## config.mk

```make
export PLATFORM = sky130hd
export DESIGN_NAME = cpu_run_ctrl
export DESIGN_NICKNAME = d
export VERILOG_FILES = /design/src/rtl/cpu_run_ctrl_pkg.sv /design/src/rtl/cpu_run_ctrl_sat_counter.sv /design/src/rtl/cpu_run_ctrl.sv
export SDC_FILE = /design/constraint.sdc
export NUM_CORES = 1
export LEC_CHECK = 0
export ABC_AREA = 1
export ABC_CLOCK_PERIOD_IN_PS = 2100
export BUFFER_PORTS_ARGS = -buffer_cell sky130_fd_sc_hd__buf_2
export CAP_MARGIN = 20
export CELL_PAD_IN_SITES_DETAIL_PLACEMENT = 0
export CELL_PAD_IN_SITES_GLOBAL_PLACEMENT = 1
export CORE_MARGIN = 8
export CORE_UTILIZATION = 39
export CTS_CLUSTER_DIAMETER = 50
export CTS_CLUSTER_SIZE = 16
export DETAILED_ROUTE_END_ITERATION = 8
export MAX_ROUTING_LAYER = met4
export PLACE_DENSITY_LB_ADDON = 0.1
export SETUP_SLACK_MARGIN = 0.5
export SYNTH_ARGS = -nofsm -noshare
export SYNTH_HDL_FRONTEND = slang
export SYNTH_HIERARCHICAL = 1
export SYNTH_SLANG_ARGS = --single-unit
export TNS_END_PERCENT = 50
```

## constraint.sdc

```tcl
create_clock -name clk -period 2.1 [get_ports clk]
set_input_delay 0.21 -clock clk [delete_from_list [all_inputs] [get_ports clk]]
set_output_delay 0.21 -clock clk [all_outputs]
set_load 0.03 [all_outputs]
```

## src/rtl/cpu_run_ctrl_pkg.sv

```systemverilog
// Shared encodings for the CPU run/halt/step controller: host opcodes,
// stop reasons and controller states.
package cpu_ctrl_pkg;

  typedef enum logic [2:0] {
    OP_NOP      = 3'd0,
    OP_RUN      = 3'd1,
    OP_HALT     = 3'd2,
    OP_STEP     = 3'd3,
    OP_SET_BP   = 3'd4,
    OP_CLR_BP   = 3'd5,
    OP_SOFT_RST = 3'd6,
    OP_NOP7     = 3'd7
  } cmd_op_e;

  typedef enum logic [2:0] {
    SR_RESET     = 3'd0,
    SR_HOST      = 3'd1,
    SR_BREAK     = 3'd2,
    SR_STEP_DONE = 3'd3,
    SR_CPU_HLT   = 3'd4
  } stop_reason_e;

  typedef enum logic [1:0] {
    ST_RST_SEQ,
    ST_HALTED,
    ST_RUN,
    ST_STEP
  } state_e;

endpackage

```

## src/rtl/cpu_run_ctrl_sat_counter.sv

```systemverilog
// Saturating up-counter with synchronous clear; holds at all-ones.
module sat_counter #(
  parameter int unsigned W = 16
) (
  input  logic         clk,
  input  logic         rst_n,
  input  logic         i_clr,
  input  logic         i_inc,
  output logic [W-1:0] o_cnt
);

  logic [W-1:0] r_cnt;

  always_ff @(posedge clk or negedge rst_n) begin
    if (!rst_n) begin
      r_cnt <= '0;
    end else if (i_clr) begin
      r_cnt <= '0;
    end else if (i_inc && (r_cnt != '1)) begin
      r_cnt <= r_cnt + 1'b1;
    end
  end

  assign o_cnt = r_cnt;

endmodule

```

## src/rtl/cpu_run_ctrl.sv

```systemverilog
// Run/halt/step controller: gates the CPU execute enable, sequences soft
// reset, checks a single breakpoint and records why execution stopped.
module cpu_run_ctrl
  import cpu_ctrl_pkg::*;
#(
  parameter int unsigned ADDR_W     = 8,
  parameter int unsigned CNT_W      = 16,
  parameter int unsigned RST_CYCLES = 2
) (
  input  logic              clk,
  input  logic              rst_n,
  input  logic              cmd_valid,
  output logic              cmd_ready,
  input  logic [2:0]        cmd_op,
  input  logic [7:0]        cmd_data,
  input  logic [ADDR_W-1:0] ip,
  input  logic              cpu_hlt,
  output logic              cpu_en,
  output logic              cpu_rst_n,
  output logic              running,
  output logic [2:0]        stop_reason,
  output logic [ADDR_W-1:0] bp_addr,
  output logic              bp_valid,
  output logic [CNT_W-1:0]  cycle_cnt
);

  localparam int unsigned RC_W = (RST_CYCLES > 1) ? $clog2(RST_CYCLES) : 1;
  localparam logic [RC_W-1:0] RC_LAST = RC_W'(RST_CYCLES - 1);

  state_e            r_state, w_next_state;
  stop_reason_e      r_stop_reason, w_stop_nxt;
  logic [RC_W-1:0]   r_rst_cnt;
  logic [7:0]        r_step_cnt;
  logic              r_skip_bp;
  logic              r_bp_valid;
  logic [ADDR_W-1:0] r_bp_addr;
  logic              r_running;

  logic    w_accept, w_cpu_en, w_bp_block;
  cmd_op_e w_op;
  logic    w_soft, w_run, w_halt, w_step, w_set_bp, w_clr_bp;

  assign cmd_ready  = (r_state != ST_RST_SEQ);
  assign w_accept   = cmd_valid && cmd_ready;
  assign w_op       = cmd_op_e'(cmd_op);
  assign w_soft     = w_accept && (w_op == OP_SOFT_RST);
  assign w_run      = w_accept && (w_op == OP_RUN);
  assign w_halt     = w_accept && (w_op == OP_HALT);
  assign w_step     = w_accept && (w_op == OP_STEP);
  assign w_set_bp   = w_accept && (w_op == OP_SET_BP);
  assign w_clr_bp   = w_accept && (w_op == OP_CLR_BP);
  // skip_bp lets a resumed run leave an ip that is parked on the breakpoint.
  assign w_bp_block = r_bp_valid && (ip == r_bp_addr) && !r_skip_bp;

  always_comb begin
    w_next_state = r_state;
    w_stop_nxt   = r_stop_reason;
    w_cpu_en     = 1'b0;
    case (r_state)
      ST_RST_SEQ: begin
        if (r_rst_cnt == RC_LAST) begin
          w_next_state = ST_HALTED;
          w_stop_nxt   = SR_RESET;
        end
      end
      ST_HALTED: begin
        if (w_soft) begin
          w_next_state = ST_RST_SEQ;
          w_stop_nxt   = SR_RESET;
        end else if (w_run && !cpu_hlt) begin
          w_next_state = ST_RUN;
        end else if (w_step && !cpu_hlt) begin
          w_next_state = ST_STEP;
        end
      end
      ST_RUN, ST_STEP: begin
        // Ordered by stop priority; only a clean cycle executes.
        if (w_soft) begin
          w_next_state = ST_RST_SEQ;
          w_stop_nxt   = SR_RESET;
        end else if (cpu_hlt) begin
          w_next_state = ST_HALTED;
          w_stop_nxt   = SR_CPU_HLT;
        end else if (w_bp_block) begin
          w_next_state = ST_HALTED;
          w_stop_nxt   = SR_BREAK;
        end else if (w_halt) begin
          w_next_state = ST_HALTED;
          w_stop_nxt   = SR_HOST;
        end else begin
          w_cpu_en = 1'b1;
          if ((r_state == ST_STEP) && (r_step_cnt == 8'd1)) begin
            w_next_state = ST_HALTED;
            w_stop_nxt   = SR_STEP_DONE;
          end
        end
      end
      default: begin
        w_next_state = ST_RST_SEQ;
      end
    endcase
  end

  always_ff @(posedge clk or negedge rst_n) begin
    if (!rst_n) begin
      r_state       <= ST_RST_SEQ;
      r_stop_reason <= SR_RESET;
      r_rst_cnt     <= '0;
      r_step_cnt    <= '0;
      r_skip_bp     <= 1'b0;
      r_bp_valid    <= 1'b0;
      r_bp_addr     <= '0;
      r_running     <= 1'b0;
    end else begin
      r_state       <= w_next_state;
      r_stop_reason <= w_stop_nxt;
      r_running     <= (w_next_state == ST_RUN) || (w_next_state == ST_STEP);

      if ((r_state == ST_RST_SEQ) && (w_next_state == ST_RST_SEQ)) begin
        r_rst_cnt <= r_rst_cnt + 1'b1;
      end else begin
        r_rst_cnt <= '0;
      end

      if ((r_state == ST_HALTED) && (w_next_state != ST_HALTED) &&
          (w_next_state != ST_RST_SEQ)) begin
        r_skip_bp <= 1'b1;
      end else if (w_cpu_en) begin
        r_skip_bp <= 1'b0;
      end

      if ((r_state == ST_HALTED) && (w_next_state == ST_STEP)) begin
        r_step_cnt <= (cmd_data == 8'd0) ? 8'd1 : cmd_data;
      end else if (w_cpu_en && (r_state == ST_STEP)) begin
        r_step_cnt <= r_step_cnt - 1'b1;
      end

      if (w_set_bp) begin
        r_bp_addr  <= ADDR_W'(cmd_data);
        r_bp_valid <= 1'b1;
      end else if (w_clr_bp) begin
        r_bp_valid <= 1'b0;
      end
    end
  end

  sat_counter #(
    .W(CNT_W)
  ) u_cycle_cnt (
    .clk   (clk),
    .rst_n (rst_n),
    .i_clr (w_soft),
    .i_inc (w_cpu_en),
    .o_cnt (cycle_cnt)
  );

  assign cpu_en      = w_cpu_en;
  assign cpu_rst_n   = (r_state != ST_RST_SEQ);
  assign running     = r_running;
  assign stop_reason = r_stop_reason;
  assign bp_addr     = r_bp_addr;
  assign bp_valid    = r_bp_valid;

endmodule
```

==> results of run 1 <==
-- final cells by class --
type | instances | area, sq um | area share
clock buffer | 7 | 76.3 | 0.0224
clock inverter | 1 | 5.00 | 0.00147
inverter | 52 | 211 | 0.0621
multi-input combinational | 270 | 1510 | 0.444
sequential | 40 | 1000 | 0.295
tap | 80 | 100 | 0.0294
timing repair buffer | 79 | 494 | 0.145
-- power by group through the flow --
stage               sequential (mW)  clock [mW]  combinational (mW)
floorplan                      1.40           0               0.720
global placement               1.19           0                1.30
detailed placement             1.20           0                1.31
CTS                            1.18       0.534                1.45
global route                   1.21       0.571                1.61
finish                         1.18       0.515                1.46
-- kinds of logic after synthesis --
kind of cell | count (synthesis) | share of synthesized area
flip-flops | 40 | 0.381
buffers and inverters | 59 | 0.0980
AND/OR/NAND/NOR | 229 | 0.413
adder cells (fa/ha/maj) | 3 | 0.0143
AO/OA/AOI/OAI | 22 | 0.0505
XOR/XNOR | 13 | 0.0433
-- per-stage QoR --
step                      worst slack, ps  area [sq um]  utilization  cells
after detailed placement              214          3010        0.452    499
after global routing                  214          3400        0.512    529
after global placement                263          3010        0.452    499
after floorplan                      50.6          2660            -    366
after CTS                             311          3320        0.499    522
final                                 322          3400        0.512    529
-- worst min-delay path, cell delays in order --
cell and delay, ps:
sky130_fd_sc_hd__buf_2 110, sky130_fd_sc_hd__inv_1 70, sky130_fd_sc_hd__o21ai_0 80
-- sequential cells by signal (all words and copies together) (netlist names) --
register,flops
bp_addr,8
bp_valid,1
r_rst_cnt,1
r_skip_bp,1
r_state,1
r_step_cnt,8
running,1
stop_reason,3
u_cycle_cnt/o_cnt,16
-- synthesized netlist by cell type (all sizes together) --
master,n,area share
o21bai,2,0.0057
ha,3,0.014
a21oi,3,0.0057
inv,51,0.074
or2,7,0.017
dfrtp,40,0.38
clkbuf,1,0.0014
nand3,29,0.065
xor2,8,0.027
and3,1,0.0024
a21boi,1,0.0029
nor3,6,0.013
xnor2,5,0.017
o41ai,1,0.0033
nand4,22,0.052
o21ai,15,0.033
nor2,38,0.070
clkinv,1,0.0014
buf,6,0.021
nand2,126,0.19
-- repair_timing --
action / CTS / global route
cloned: 3 / 1
buffers inserted: 11 / 6
endpoints found under the setup margin: 37 / 38
hold endpoints to repair: 21 / 0
hold buffers: 1 / 0
pin swaps: 16 / 7
gates resized for setup: 33 / 7
-- worst max-delay path by stage --
| stage | from | slack (ps) | endpoint |
|---|---|---|---|
| after floorplan | bp_addr[3] | 50 | u_cycle_cnt/o_cnt[2] |
| after global placement | bp_addr[3] | 260 | u_cycle_cnt/o_cnt[6] |
| after detailed placement | bp_addr[3] | 210 | u_cycle_cnt/o_cnt[2] |
| after CTS | bp_addr[3] | 310 | cpu_en |
| after global routing | bp_addr[6] | 210 | u_cycle_cnt/o_cnt[0] |
| final | bp_addr[3] | 320 | u_cycle_cnt/o_cnt[2] |
-- per-layer routing --
metal,vias up,track usage
met5,-,-
met4,0,0.0432
met3,6,0.0377
met2,54,0.270
met1,1184,0.199
li1,1331,-
==> results.md, run 1 <==
- Status: finished, final reports clean
- Final count of hold timing violations: 0
- RR Startpoint: bp_addr[3]
- Achievable frequency: roughly 560 MHz
- CTS tree: done
- Net Count, Synth: between 300 and 400
- Number of library cell types mapped by synthesis: 35
- Clock transition time at the flip-flop clock pins of the worst setup and hold paths: 90 ps
- Comb pwr share: 0.462
- Crit path depth: 12
- Static Leak: about 1.8 nW
- Maximum level of the CTS H-tree: 2
- Count of vias placed by the detailed router: between 2,000 and 3,000
- Most common cell after layout, fill and taps aside: sky130_fd_sc_hd__nand2_1
- Proportion of power drawn by the clock network: 0.163
- Count of pins on the block boundary: 55
- Met2 wire length: around 3700 um
- Floorplan Core Area: approximately 0.0066 sq mm
- Proportion of power drawn by flip-flops and latches: 0.374
- Relative max-transition margin: 0.633
- Post-synthesis instance area: 0.00263 sq mm
- Hold Slack: between 200 and 250 ps
- Post-detailed-route wirelength per cell: roughly 14 um
- Number of buffers added by the clock tree synthesis step: 5
- Count of antenna-violating nets left after detailed routing: 0
- Synthesized flop and latch total: 40
- Maximum buffer depth of the clock tree: 2
- Tcrit/Tclk final: 0.847
- DRC violations left: 0
- Largest net degree at the start of global routing: 41
- Antenna diode count: 0
- Global-route congestion overflow total: 0
- TNS Setup: 0 ps
- Switch share: 0.447
- Critical path peak fanout: 7
- Overall die area: about 0.0096 sq mm
- Transition time at the pin with the least slew margin: about 550 ps
- Antenna violations before repair: 0
- Worst path max stage delay: roughly 410 ps
- Overall die width: between 90 and 100 um
- Hold path endpoint: bp_addr[5]
- Sinks on Clock Net: 40
- Data required time at the worst endpoint: about 2300 ps
- Beginning of the worst hold path: cmd_data[5]
- Share of post-route cells with drive strength above 1: 0.305
- Y dimension of the die: ~98 um
- DP Wirelength: 5440 um
- GPL Wtd Cong: 0.799
- Length in cells of the worst reg-to-reg path: 12
- CP Cell Sequence: or2_4 -> nand3_2 -> nor2_1 -> nand2_2 -> nand2_2 -> nor3_4 -> buf_6 -> inv_4 -> nor2_4 -> buf_6 -> nand4_1 -> nand2_1
- PortBufs: 54
- Post-detailed-route via-to-cell ratio: approximately 4.9
- Max Transition Viols Final: 0
- Crit Path Category: reg -> reg
- Internal cell power: 1.74 mW
- Final critical delay including setup and external delays: around 1800 ps
- Global routing usage summed across all routing layers: 0.165
- Critical path buffers and inverters: 3
- Worst supply voltage drop on vdd: approximately 420 uV
- Setup clock skew after layout: roughly 12 ps
- Clock latency on the worst-skew pair: approximately 300 ps
- Final setup violation count: 0
- Initial core utilization: 0.396
- Per-instance average area after synthesis: a little over 7 sq um
- Unrepaired setup endpoints after global routing: yes
- Hold/Removal Path Class: in -> reg
- Critical path data arrival time: approximately 2000 ps
- Clock Root Buffer: sky130_fd_sc_hd__clkbuf_8
- Met1 layer wirelength in the final routing: 3480 um
- Portion of the post-synthesis area used by sequential elements: 0.381
- Count of filler cells inserted in the layout: between 600 and 700
- RR Endpoint: u_cycle_cnt/o_cnt[2]
- Category of the worst setup path launch point: flip-flop
- Number of standard cells after synthesis: roughly 370
- Fin nets: approximately 470
- Most used cells in the layout excluding fill and tap cells: sky130_fd_sc_hd__nand2_1 (112), sky130_fd_sc_hd__buf_2 (53), sky130_fd_sc_hd__inv_1 (45), sky130_fd_sc_hd__dfrtp_1 (37), sky130_fd_sc_hd__nor2_1 (29)
- P&R area growth vs syn: 29.5%
- Pwr Density: 925 mW/mm^2
- Top Family by Delay on Critical Path: simple AND/OR/NAND/NOR gates
- Initial drt markers: 90
- Sum of internal, switching and leakage power: 3.15 mW
- DR WL met3: between 300 and 400 um
- Highest metal layer with signal wires: met4
- Number of warning messages in the yosys log: 6
- Total routed wirelength: approximately 7600 um
- Iteration count of the initial detailed-routing pass: 4
- Number of maximum-capacitance constraint violations: 0
- Row Count: 30
- Min-Delay Path Depth: 3
- Reg2reg setup slack: around 320 ps
- Vias in the first global route: ~2,600
- Switching Power: between 1 and 1.5 mW
- Global-route wire length before repair: 12,500 um
- Slowest stage cell on the critical path: sky130_fd_sc_hd__dfrtp_2
- Element type at the critical path end: flip-flop
(Power assumes the default switching activity.)
==> run 2, diff against run 1 <==
--- a/config.mk
+++ b/config.mk
@@ -6,7 +6,7 @@
 export NUM_CORES = 1
 export LEC_CHECK = 0
 export ABC_AREA = 1
-export ABC_CLOCK_PERIOD_IN_PS = 2100
+export ABC_CLOCK_PERIOD_IN_PS = 1800
 export BUFFER_PORTS_ARGS = -buffer_cell sky130_fd_sc_hd__buf_2
 export CAP_MARGIN = 20
 export CELL_PAD_IN_SITES_DETAIL_PLACEMENT = 0
==> constraint.sdc (replaced) <==
create_clock -name clk -period 1.8 [get_ports clk]
set_input_delay 0.18 -clock clk [delete_from_list [all_inputs] [get_ports clk]]
set_output_delay 0.18 -clock clk [all_outputs]
set_load 0.03 [all_outputs]
==> run 2 against run 1 <==
Net effect: the run now ends with negative setup slack left; setup slack got worse by 390 ps; critical path type unchanged; non-clock buffer count increased by 14; largest cell class unchanged; fmax shrank 4.9%; via count increased by 3.0%; wire length increased by 0.75%; combinational power rose by 34%; register-to-register slack got worse by 390 ps.
==> results.md, run 2 (same netlist as run 1, synthesis figures left out) <==
- Status: finished, violations left
- Violated checks: negative setup slack
- Proportion of power drawn by flip-flops and latches: 0.339 (-0.035)
- Global-route wire length before repair: 12,700 um (+0.93%)
- Clock transition time at the flip-flop clock pins of the worst setup and hold paths: 90 ps (about the same)
- Data required time at the worst endpoint: 2000 ps (-330 ps)
- Clock latency on the worst-skew pair: 300 ps (about the same)
- Hold Slack: 153 ps (-57.0 ps)
- Count of pins on the block boundary: 55 (unchanged)
- Hold/Removal Path Class: in -> reg
- Overall die width: 98.1 um (unchanged)
- Global routing usage summed across all routing layers: 0.163 (-0.00170)
- Worst supply voltage drop on vdd: 542 uV (+28%)
- Setup clock skew after layout: 11.1 ps (-0.553 ps)
- Element type at the critical path end: flip-flop
- Tcrit/Tclk final: 1.04 (+0.192)
- Post-detailed-route via-to-cell ratio: 4.88 (+0.33%)
- Y dimension of the die: 98.1 um (unchanged)
- Critical path buffers and inverters: 3 (unchanged)
- Switching Power: 1.76 mW (+25%)
- Floorplan Core Area: 0.00664 sq mm (unchanged)
- Number of maximum-capacitance constraint violations: 0 (unchanged)
- Fin nets: 488 (+3.0%)
- Number of flip-flops in the largest register: 16 (unchanged)
- Internal cell power: 2.33 mW (+34%)
- Most common cell after layout, fill and taps aside: sky130_fd_sc_hd__nand2_1
- P&R area growth vs syn: 41.9%
- Crit Path Category: reg -> reg
- Achievable frequency: 535 MHz (-4.9%)
- TNS Setup: -1160 ps (-1160 ps)
- Iteration count of the initial detailed-routing pass: 4 (unchanged)
- Maximum buffer depth of the clock tree: 2 (unchanged)
- Relative max-transition margin: 0.645 (+0.0121)
- Maximum level of the CTS H-tree: 2 (unchanged)
- GPL Wtd Cong: 0.780 (-2.4%)
- Count of antenna-violating nets left after detailed routing: 0 (unchanged)
- Antenna diode count: 0 (unchanged)
- PortBufs: 54 (unchanged)
- Share of post-route cells with drive strength above 1: 0.404 (+0.0988)
- Post-placement setup slack: -36.2 ps (-251 ps)
- Switch share: 0.430 (-0.0168)
- Global-route congestion overflow total: 0 (unchanged)
- Initial drt markers: 94 (+4.4%)
- Static Leak: 1.95 nW (+8.3%)
- Vias in the first global route: 2,645 (+2.0%)
- Count of filler cells inserted in the layout: 645 (-7.6%)
- Unrepaired setup endpoints after global routing: yes
- Antenna violations before repair: 0 (unchanged)
- Max Transition Viols Final: 0 (unchanged)
- Clock Root Buffer: sky130_fd_sc_hd__clkbuf_8
- Final critical delay including setup and external delays: 1870 ps (+90.9 ps)
- Category of the worst setup path launch point: flip-flop
- Initial core utilization: 0.396 (unchanged)
- Transition time at the pin with the least slew margin: 533 ps (-18.1 ps)
- Worst path max stage delay: 420 ps (about the same)
- Overall die area: 0.00962 sq mm (unchanged)
- Sinks on Clock Net: 40 (unchanged)
- Final count of hold timing violations: 0 (unchanged)
- Top Family by Delay on Critical Path: simple AND/OR/NAND/NOR gates
- DP Wirelength: 5400 um (-0.60%)
- Critical path data arrival time: 2060 ps (+50 ps)
- CP Cell Sequence: or2_4 -> nand3_2 -> nor2_2 -> nand2_2 -> nand2_2 -> nor3_4 -> buf_4 -> buf_6 -> o21ai_4 -> nand2_4 -> clkinv_8 -> nand2_1 -> nand2_1
- DRC violations left: 0 (unchanged)
- Critical path peak fanout: 7 (unchanged)
- Sum of internal, switching and leakage power: 4.10 mW (+30%)
- Slowest stage cell on the critical path: sky130_fd_sc_hd__dfrtp_2
- Proportion of power drawn by the clock network: 0.182 (+0.019)
- Number of buffers added by the clock tree synthesis step: 5 (unchanged)
- Worst setup slack after layout: -69.3 ps (-391 ps)
- Row Count: 30 (unchanged)
- CTS tree: done
- Comb pwr share: 0.479 (+0.017)
- Pwr Density: 1100 mW/mm^2 (+19%)
- Total routed wirelength: 7610 um (+0.75%)
- Largest net degree at the start of global routing: 41 (unchanged)
- Most used cells in the layout excluding fill and tap cells: sky130_fd_sc_hd__nand2_1 (89), sky130_fd_sc_hd__buf_2 (51), sky130_fd_sc_hd__inv_1 (41), sky130_fd_sc_hd__dfrtp_1 (38), sky130_fd_sc_hd__nand2_2 (29)
- Final setup violation count: 25 (+25)
- Count of vias placed by the detailed router: 2,652 (+3.0%)
- Post-detailed-route wirelength per cell: 14.0 um (-1.8%)
==> run 2: final cells by class <==
type / count / area, sq um / area share
clock buffers: 6 / 72.6 / 0.0195
clock inverters: 2 / 35.0 / 0.00939
inverters: 52 / 213 / 0.0570
multi-input cells: 269 / 1630 / 0.438
flip-flops and latches: 40 / 1000 / 0.269
well taps: 80 / 100 / 0.0268
repair buffers: 93 / 666 / 0.178
repair inverters: 1 / 8.76 / 0.00235
==> run 2: layer usage <==
layer | up-vias | track usage | part of all wire
li1 | 1352 | - | -
met1 | 1244 | 0.208 | 0.48
met2 | 48 | 0.256 | 0.47
met3 | 8 | 0.0356 | 0.042
met4 | 0 | 0.0432 | 0.0088
met5 | - | - | 0
==> run 2: worst paths after layout <==
check / from / end / slack (ps) / cells past startpoint
min in group asynchronous: rst_n / r_step_cnt[0] / 470 / 3
hold reg to reg: r_rst_cnt / r_rst_cnt / 440 / 1
setup / recovery: bp_addr[3] / u_cycle_cnt/o_cnt[12] / -70 / 13
setup reg to reg: bp_addr[3] / u_cycle_cnt/o_cnt[12] / -70 / 13
hold / removal: cmd_data[1] / bp_addr[1] / 150 / 3
max in group asynchronous: rst_n / bp_addr[3] / 950 / 3
==> run 2: repair_timing <==
item,CTS,global route
pin swaps,26,27
hold buffers,1,0
endpoints found under the hold margin,40,0
setup endpoints to repair,41,42
resized for setup,61,47
gates cloned,0,3
buffers inserted,14,9
==> run 2: worst register-to-register path, stage by stage, from the launching register on <==
cell and delay, ps:
sky130_fd_sc_hd__dfrtp_2 420, sky130_fd_sc_hd__or2_4 230, sky130_fd_sc_hd__nand3_2 70, sky130_fd_sc_hd__nor2_2 40, sky130_fd_sc_hd__nand2_2 80, sky130_fd_sc_hd__nand2_2 80
sky130_fd_sc_hd__nor3_4 200, sky130_fd_sc_hd__buf_4 150, sky130_fd_sc_hd__buf_6 100, sky130_fd_sc_hd__o21ai_4 60, sky130_fd_sc_hd__nand2_4 140, sky130_fd_sc_hd__clkinv_8 90
sky130_fd_sc_hd__nand2_1 70, sky130_fd_sc_hd__nand2_1 50
==> run 2: power groups by stage <==
stage               clock [mW]  sequential [mW]  combinational (mW)
floorplan                    0             1.64               0.840
global placement             0             1.38                1.56
detailed placement           0             1.39                1.58
CTS                      0.762             1.38                1.79
global route             0.798             1.43                2.17
finish                   0.745             1.39                1.96
==> run 2: metrics by stage <==
step           area, sq um  utilization  cells
3_3_place_gp          3090        0.464    508
2_1_floorplan         2660            -    366
3_5_place_dp          3090        0.464    508
6_report              3730        0.562    543
5_1_grt               3730        0.562    543
4_1_cts               3500        0.527    531
